--- src/rtl/atpg_pkg.sv ---
// rtl/atpg_pkg.sv - shared state type and default parameters for ATPG test-mode entry
// Contents:
//   ATPG_KEY_W / ATPG_KEY : unlock key length and value (shifted MSB first)
//   ATPG_DGL_N            : consecutive equal samples needed to accept a TST level change
//   ATPG_TMO_N            : idle cycles after which a partially received key is discarded
//   atpg_state_e          : entry FSM states
package atpg_pkg;

  localparam int                    ATPG_KEY_W = 16;
  localparam logic [ATPG_KEY_W-1:0] ATPG_KEY   = 16'hC127;
  localparam int                    ATPG_DGL_N = 3;
  localparam int                    ATPG_TMO_N = 255;

  typedef enum logic [1:0] {
    IDLE,
    ARM,
    TEST,
    LOCK
  } atpg_state_e;

endpackage

--- src/rtl/sync_dgl.sv ---
// rtl/sync_dgl.sv - two-flop pad synchroniser with optional N-sample deglitch filter
// Ports:
//   clk  : core clock
//   srst : synchronous active-high reset, clears both sync flops and the filter
//   d_i  : asynchronous pad level
//   q_o  : synchronised level; with DGL_N > 0 it moves only after DGL_N
//          consecutive synchronised samples that differ from the current output
module sync_dgl #(
  parameter int DGL_N = 3
) (
  input  logic clk,
  input  logic srst,
  input  logic d_i,
  output logic q_o
);

  logic s1_q;
  logic s2_q;

  always_ff @(posedge clk) begin
    if (srst) begin
      s1_q <= 1'b0;
      s2_q <= 1'b0;
    end else begin
      s1_q <= d_i;
      s2_q <= s1_q;
    end
  end

  if (DGL_N == 0) begin : g_plain
    assign q_o = s2_q;
  end else begin : g_dgl
    localparam int CW = $clog2(DGL_N + 1);

    logic [CW-1:0] cnt_q;
    logic          lvl_q;

    // cnt_q counts the run of samples disagreeing with lvl_q; any agreeing
    // sample restarts the run, so short pulses never reach the output.
    always_ff @(posedge clk) begin
      if (srst) begin
        cnt_q <= '0;
        lvl_q <= 1'b0;
      end else if (s2_q == lvl_q) begin
        cnt_q <= '0;
      end else if (cnt_q == CW'(DGL_N - 1)) begin
        cnt_q <= '0;
        lvl_q <= s2_q;
      end else begin
        cnt_q <= cnt_q + 1'b1;
      end
    end

    assign q_o = lvl_q;
  end

endmodule

--- src/rtl/atpg_entry_ctrl.sv ---
// rtl/atpg_entry_ctrl.sv - ATPG test-mode entry: TST qualification, serial unlock key, scan-enable gating
// Ports:
//   clk         : core clock, the only clock
//   srst        : synchronous active-high reset
//   tst_i       : TST pad level (asynchronous), deglitched before use
//   scl_i       : SCL pad level (asynchronous), rising edge shifts one key bit
//   sda_i       : SDA pad level (asynchronous), key data sampled on SCL rise
//   se_i        : GPIO1 raw scan-enable request
//   scan_mode_o : registered, core is in ATPG mode
//   scan_en_o   : scan_mode_o AND se_i, combinational so shift timing is untouched
//   key_err_o   : registered, wrong key received and lockout active
//   arm_o       : registered, TST qualified and key reception in progress
module atpg_entry_ctrl
  import atpg_pkg::*;
#(
  parameter int               KEY_W = ATPG_KEY_W,
  parameter logic [KEY_W-1:0] KEY   = KEY_W'(ATPG_KEY),
  parameter int               DGL_N = ATPG_DGL_N,
  parameter int               TMO_N = ATPG_TMO_N
) (
  input  logic clk,
  input  logic srst,
  input  logic tst_i,
  input  logic scl_i,
  input  logic sda_i,
  input  logic se_i,
  output logic scan_mode_o,
  output logic scan_en_o,
  output logic key_err_o,
  output logic arm_o
);

  localparam int BCW = $clog2(KEY_W + 1);
  localparam int TCW = $clog2(TMO_N + 1);

  logic tst_q;
  logic scl_s;
  logic sda_s;
  logic scl_rise;

  logic             scl_prev_q;
  atpg_state_e      state_q, state_d;
  logic [KEY_W-1:0] sr_q, sr_d, sr_shift;
  logic [BCW-1:0]   bcnt_q, bcnt_d;
  logic [TCW-1:0]   tmo_q, tmo_d;
  logic             scan_mode_q, key_err_q, arm_q;

  sync_dgl #(.DGL_N(DGL_N)) u_tst (.clk(clk), .srst(srst), .d_i(tst_i), .q_o(tst_q));
  sync_dgl #(.DGL_N(0))     u_scl (.clk(clk), .srst(srst), .d_i(scl_i), .q_o(scl_s));
  sync_dgl #(.DGL_N(0))     u_sda (.clk(clk), .srst(srst), .d_i(sda_i), .q_o(sda_s));

  assign scl_rise = scl_s & ~scl_prev_q;
  assign sr_shift = {sr_q[KEY_W-2:0], sda_s};

  always_comb begin
    state_d = state_q;
    sr_d    = sr_q;
    bcnt_d  = bcnt_q;
    tmo_d   = tmo_q;
    case (state_q)
      IDLE: begin
        if (tst_q) begin
          state_d = ARM;
          sr_d    = '0;
          bcnt_d  = '0;
          tmo_d   = '0;
        end
      end
      ARM: begin
        // Priority: TST loss beats a completing key bit; a key bit beats the timeout.
        if (!tst_q) begin
          state_d = IDLE;
        end else if (scl_rise) begin
          sr_d   = sr_shift;
          bcnt_d = bcnt_q + 1'b1;
          tmo_d  = '0;
          if (bcnt_q == BCW'(KEY_W - 1)) begin
            state_d = (sr_shift == KEY) ? TEST : LOCK;
          end
        end else if (bcnt_q != '0) begin
          if (tmo_q != TCW'(TMO_N)) begin
            tmo_d = tmo_q + 1'b1;
          end
          // Counter is about to reach TMO_N: drop the partial key, stay armed.
          if (tmo_q == TCW'(TMO_N - 1)) begin
            sr_d   = '0;
            bcnt_d = '0;
          end
        end
      end
      TEST, LOCK: begin
        if (!tst_q) begin
          state_d = IDLE;
        end
      end
      default: state_d = IDLE;
    endcase
  end

  always_ff @(posedge clk) begin
    if (srst) begin
      state_q     <= IDLE;
      sr_q        <= '0;
      bcnt_q      <= '0;
      tmo_q       <= '0;
      scl_prev_q  <= 1'b0;
      scan_mode_q <= 1'b0;
      key_err_q   <= 1'b0;
      arm_q       <= 1'b0;
    end else begin
      state_q     <= state_d;
      sr_q        <= sr_d;
      bcnt_q      <= bcnt_d;
      tmo_q       <= tmo_d;
      scl_prev_q  <= scl_s;
      scan_mode_q <= (state_d == TEST);
      key_err_q   <= (state_d == LOCK);
      arm_q       <= (state_d == ARM);
    end
  end

  assign scan_mode_o = scan_mode_q;
  assign scan_en_o   = scan_mode_q & se_i;
  assign key_err_o   = key_err_q;
  assign arm_o       = arm_q;

endmodule
--- config.mk ---
export PLATFORM = sky130hd
export DESIGN_NAME = atpg_entry_ctrl
export DESIGN_NICKNAME = d
export VERILOG_FILES = /design/src/rtl/atpg_pkg.sv /design/src/rtl/sync_dgl.sv /design/src/rtl/atpg_entry_ctrl.sv
export SDC_FILE = /design/constraint.sdc
export NUM_CORES = 1
export LEC_CHECK = 0
export ABC_AREA = 1
export CORE_MARGIN = 4
export CORE_UTILIZATION = 45
export CTS_CLUSTER_SIZE = 10
export DETAILED_ROUTE_END_ITERATION = 6
export PLACE_DENSITY_LB_ADDON = 0.15
export SYNTH_ARGS = -nofsm -noshare
export SYNTH_HDL_FRONTEND = slang
export SYNTH_HIERARCHICAL = 1
export SYNTH_SLANG_ARGS = --single-unit
--- constraint.sdc ---
create_clock -name clk -period 2.4 [get_ports clk]
set_clock_uncertainty 0.05 [all_clocks]
set_input_delay 0.48 -clock clk [delete_from_list [all_inputs] [get_ports clk]]
set_output_delay 0.48 -clock clk [all_outputs]
set_load 0.1 [all_outputs]
Word-level counts from Yosys, hierarchy flattened
Index checks and enable logic that the tools add are counted.
Widths: inputs -> output; s select.
{"block": "totals", "in_bits": 6, "elab_cells": 73, "regBits": 43}
{"block": "classes", "eq_ne": 17, "addsub": 3, "reduce_logical": 8, "bitwise_logic": 4, "muxes": 25}
{"cell": "$mux 15", "n": 5}
{"cell": "$mux 8", "n": 5}
{"cell": "$pmux 15 s2", "n": 1}
{"cell": "$mux 5", "n": 5}
{"cell": "$eq 16x16->1 const B", "n": 1}
{"cell": "$pmux 8 s2", "n": 1}
{"cell": "$eq 2x2->1 const B", "n": 5}
{"cell": "$mux 2", "n": 5}
{"cell": "$pmux 5 s2", "n": 1}
{"cell": "$reduce_and 5->1", "n": 2}
{"cell": "$ne 3x3->1 const B", "n": 3}
{"cell": "$add 8x1->8 const B", "n": 1}
{"cell": "$eq 8x8->1 const B", "n": 1}
{"cell": "$ne 8x8->1 const B", "n": 1}
{"cell": "$pmux 2 s3", "n": 1}
{"cell": "$add 5x1->5 const B", "n": 1}
{"cell": "$eq 5x4->1 const B", "n": 1}
{"cell": "$reduce_bool 5->1", "n": 1}
{"cell": "$eq 2x1->1 const B", "n": 2}
{"cell": "$ne 2x1->1 const B", "n": 2}
{"cell": "$reduce_or 3->1", "n": 1}
{"cell": "$add 2x1->2 const B", "n": 1}
{"cell": "$and 1x1->1", "n": 2}
{"cell": "$logic_not 2->1", "n": 1}
{"cell": "other kinds (6)", "n": 7}

Depth between registers and ports, before layout
{"block": "depth", "depth_word": 7, "depth_mapped": 11, "mapped_depth_nobuf": 10}

Modules after synthesis
The synthesis kept the hierarchy.
{"mod": "atpg_entry_ctrl", "area_per_inst_um2": 1791.7, "n_inst": 1, "cells_each": 271, "seq_area_each_um2": 680.7}
{"mod": "sync_dgl (u_tst)", "area_per_inst_um2": 186.4, "n_inst": 1, "cells_each": 23, "seq_area_each_um2": 100.1}
{"mod": "sync_dgl (u_scl ...)", "area_per_inst_um2": 55.1, "n_inst": 2, "cells_each": 6, "seq_area_each_um2": 40.0}

Worst setup path after synthesis
No wires, ideal clock.
{"block": "synth_path", "path_type": "reg2out", "from": "register scan_mode_q (netlist: scan_mode_o)", "to": "output scan_en_o", "required_ps": 1870, "stages_incl_launch_ff": 3, "n_path_buf": 0, "setup_slack_ps": 211, "t_arrival_ps": 1659, "cell_sequence": "dfxtp_1 > nand2_1 > inv_1"}
{"block": "synth_via", "elab_chain_cells": 1}
{"element": "from (decl)", "line_no": "atpg_entry_ctrl.sv:46", "text": "logic scan_mode_q, key_err_q, arm_q;"}
{"element": "from (signal assigned)", "line_no": "atpg_entry_ctrl.sv:116", "text": "scan_mode_q <= (state_d == TEST);"}
{"element": "$and 1x1->1", "line_no": "atpg_entry_ctrl.sv:123", "text": "assign scan_en_o = scan_mode_q & se_i;"}
{"element": "to (decl)", "line_no": "atpg_entry_ctrl.sv:28", "text": "output logic scan_en_o,"}
Every way passes these cells.

Worst setup path after layout
{"block": "layout_path", "from": "input se_i", "to": "output scan_en_o"}
{"block": "layout_via", "elab_chain_cells": 1}
{"element": "from (decl)", "line_no": "atpg_entry_ctrl.sv:26", "text": "input logic se_i,"}
{"element": "$and 1x1->1", "line_no": "atpg_entry_ctrl.sv:123"}
Every way passes these cells.

==> flow_summary.json <==
{
  "fin_crit_sh_pct": 73.8,
  "worst_setup_path_start_kind": "input pin",
  "rows": 24,
  "dieHeight_microns": 76.1,
  "dieArea_sq_um": 5790,
  "power.static_leakage_nw": 0.875,
  "grt_start_max_net_pins": 23,
  "crit_required_ns": 1.87,
  "setup-violations-final": 0,
  "cts_made_buffers": 5,
  "crit_end": "scan_en_o",
  "arrival_ns": 1.24,
  "syn_nets": 318,
  "rsz0062_at_grt": "false",
  "max_slew_margin_pct": 63.0,
  "fin_tns_setup_ns": 0,
  "cts_hold_buf": 0,
  "power.density_nw_per_um2": 534,
  "ys_types": 23,
  "grt_pass1_vias": 1618,
  "status": "finished, final reports clean",
  "worst_slack_ns": 0.628,
  "initialDrtViolationCount": 76,
  "wl_microns": 3830,
  "portBuffers": 9,
  "postSynthAreaPerCell_sq_um": 6.82,
  "routed_via_density": 4.70,
  "wl_per_cell_microns": 10.3,
  "irDropWorstVdd_uv": 453,
  "hold_path_class": "flip-flop to flip-flop",
  "worst_skew_pair.late_latency_ns": 0.30,
  "timing.rr.end": "sr_q[12]",
  "placed_area_sq_um": 2200,
  "dp_hpwl_microns": 2630,
  "syn_area_sq_um": 2090,
  "antenna_cells": 0,
  "p_total_mw": 1.22,
  "cts_resized": 0,
  "cp_max_fo": 1,
  "design_area_sq_um": 2290,
  "maxCapViolCount": 0,
  "r2r_slack_ns": 0.67,
  "tritoncts": "done",
  "die_w_microns": 76.1,
  "first_pass_iters": 4,
  "clockBufferDepth": 2,
  "reg2reg_depth": 6,
  "ys_warn_count": 6,
  "hold_viol": 0,
  "fin_nets": 329,
  "antenna_found_initial": 0,
  "clkTransAtPathRegs_ns": 0.08,
  "reg2reg_from": "u_tst/q_o",
  "pre_cts_slack_ns": 0.626,
  "crit_start": "se_i",
  "synth_cells": 306,
  "globalRouteOverflowTotal": 0,
  "area_growth_pct": 9.59,
  "cts_htree_levels": 2,
  "worst_pin_slew_ns": 0.554,
  "cts_root_buffer": "clkbuf_8",
  "route.vias.total": 1739,
  "whs_ns": 0.353,
  "start_util_pct": 47.3,
  "io_pins": 10,
  "gp_congestion": 0.758,
  "core-area_sq_um": 4410,
  "clock.fmax_ghz": 0.564,
  "ys_ff_latch": 43,
  "drc": 0,
  "slew_violations": 0,
  "grt_first_pass_wirelength_microns": 6840,
  "cp-end-kind": "primary output",
  "crit_type": "input pin to primary output",
  "grt_usage_pct": 14.2,
  "final_layout_size_suffix_gt1_share_pct": 7.55,
  "seq_area_frac_synth_pct": 41.2,
  "period_minus_slack_ns": 1.77,
  "cts_sinks": 43,
  "post_cts_buffers": 0,
  "ant_nets": 0,
  "fill_cells": 458
}
## flip-flops by register name, summed over array words and instances, names as in the netlist, 2 cells and up
name and cells:
tmo_q 8, bcnt_q 5, u_tst/g_dgl.cnt_q 2, state_q 2, sr_q 15
## synth_stat cells (all sizes together)
master | n | area, sq um
o21ai | 22 | 110
inv | 48 | 183
nand2 | 50 | 203
nor3 | 1 | 5.00
dfxtp | 43 | 861
ha | 6 | 75.1
nand3 | 13 | 82.6
nand4 | 8 | 50.1
nor2 | 96 | 397
or2 | 1 | 6.26
buf | 5 | 50.0
a21oi | 10 | 50.1
clkbuf | 2 | 7.51
xor2 | 1 | 8.76
## per-stage QoR
step | utilization (%) | instances
floorplan | - | 306
global placement | 49.9 | 362
detailed placement | 49.9 | 362
CTS | 51.8 | 370
global route | 51.8 | 370
finish | 51.8 | 370
## metal layers
metal  track usage [%]  wire length (microns)
met1              16.7                   1810
met2              23.6                   1800
met3              4.14                    173
met4              6.64                     44
met5                 0                      0
## power breakdown
group | switching (mW) | internal (mW) | leakage [nW]
clock network | 0.247 | 0.203 | 0.0412
logic | 0.0285 | 0.0198 | 0.486
registers | 0.00372 | 0.721 | 0.348
total | 0.279 | 0.944 | 0.875
## worst max-delay path: stages
cell	delay, ns
clkdlybuf4s50_1	0.46
nand2_1	0.04
inv_1	0.08
buf_12	0.18
## layout by cell type (no fill, tap or decap)
cell | synthesis | final
buf_4 | 0 | 5
buf_12 | 0 | 1
clkinvlp_4 | 0 | 1
xor2_1 | 1 | 1
nand2_4 | 2 | 2
nand4_1 | 8 | 8
clkinv_2 | 0 | 1
inv_4 | 1 | 1
nand3_1 | 11 | 11
o21ai_1 | 1 | 1
clkdlybuf4s50_1 | 0 | 5
inv_1 | 47 | 47
o21ai_0 | 21 | 21
nand3_2 | 1 | 1
nor3_1 | 1 | 1
nor2_8 | 1 | 1
dfxtp_1 | 43 | 43
nand3_4 | 1 | 1
ha_1 | 6 | 6
nor2_1 | 91 | 91
clkbuf_8 | 0 | 5
nor2_2 | 2 | 2
clkbuf_1 | 2 | 1
nor2_4 | 2 | 2
or2_2 | 1 | 1
a21oi_1 | 10 | 10
nand2_1 | 48 | 48
## cells by family (layout without fill, tap and decap cells)
kind of cell | Yosys count | count (layout) | synth area share (%)
buffers and inverters | 55 | 67 | 11.5
AOI/OAI and AO/OA | 32 | 32 | 7.67
xor gates and xnor gates | 1 | 1 | 0.419
DFF | 43 | 43 | 41.2
adders and majority gates | 6 | 6 | 3.59
and+or+nand+nor | 169 | 169 | 35.6
## area by class of cell
class	count	area [sq um]	area share, %
inverters	48	183	7.98
well taps	52	65.1	2.84
clock buffers	6	72.6	3.17
repair buffers	11	108	4.70
flip-flops and latches	43	861	37.6
clock inverters	2	12.5	0.547
multi-input cells	208	987	43.1
## how the worst min path moves through the flow
stage	start	slack [ns]	cells after the start	end
global placement	u_tst/s1_q	0.34	2	u_tst/s2_q
global route	u_sda/s1_q	0.37	2	u_sda/q_o
floorplan	u_scl/s1_q	0.34	2	u_scl/q_o
finish	u_scl/s1_q	0.35	2	u_scl/q_o
CTS	u_scl/s1_q	0.35	2	u_scl/q_o
detailed placement	u_scl/s1_q	0.34	2	u_scl/q_o
No activity file was read; power rests on OpenSTA's default activity.
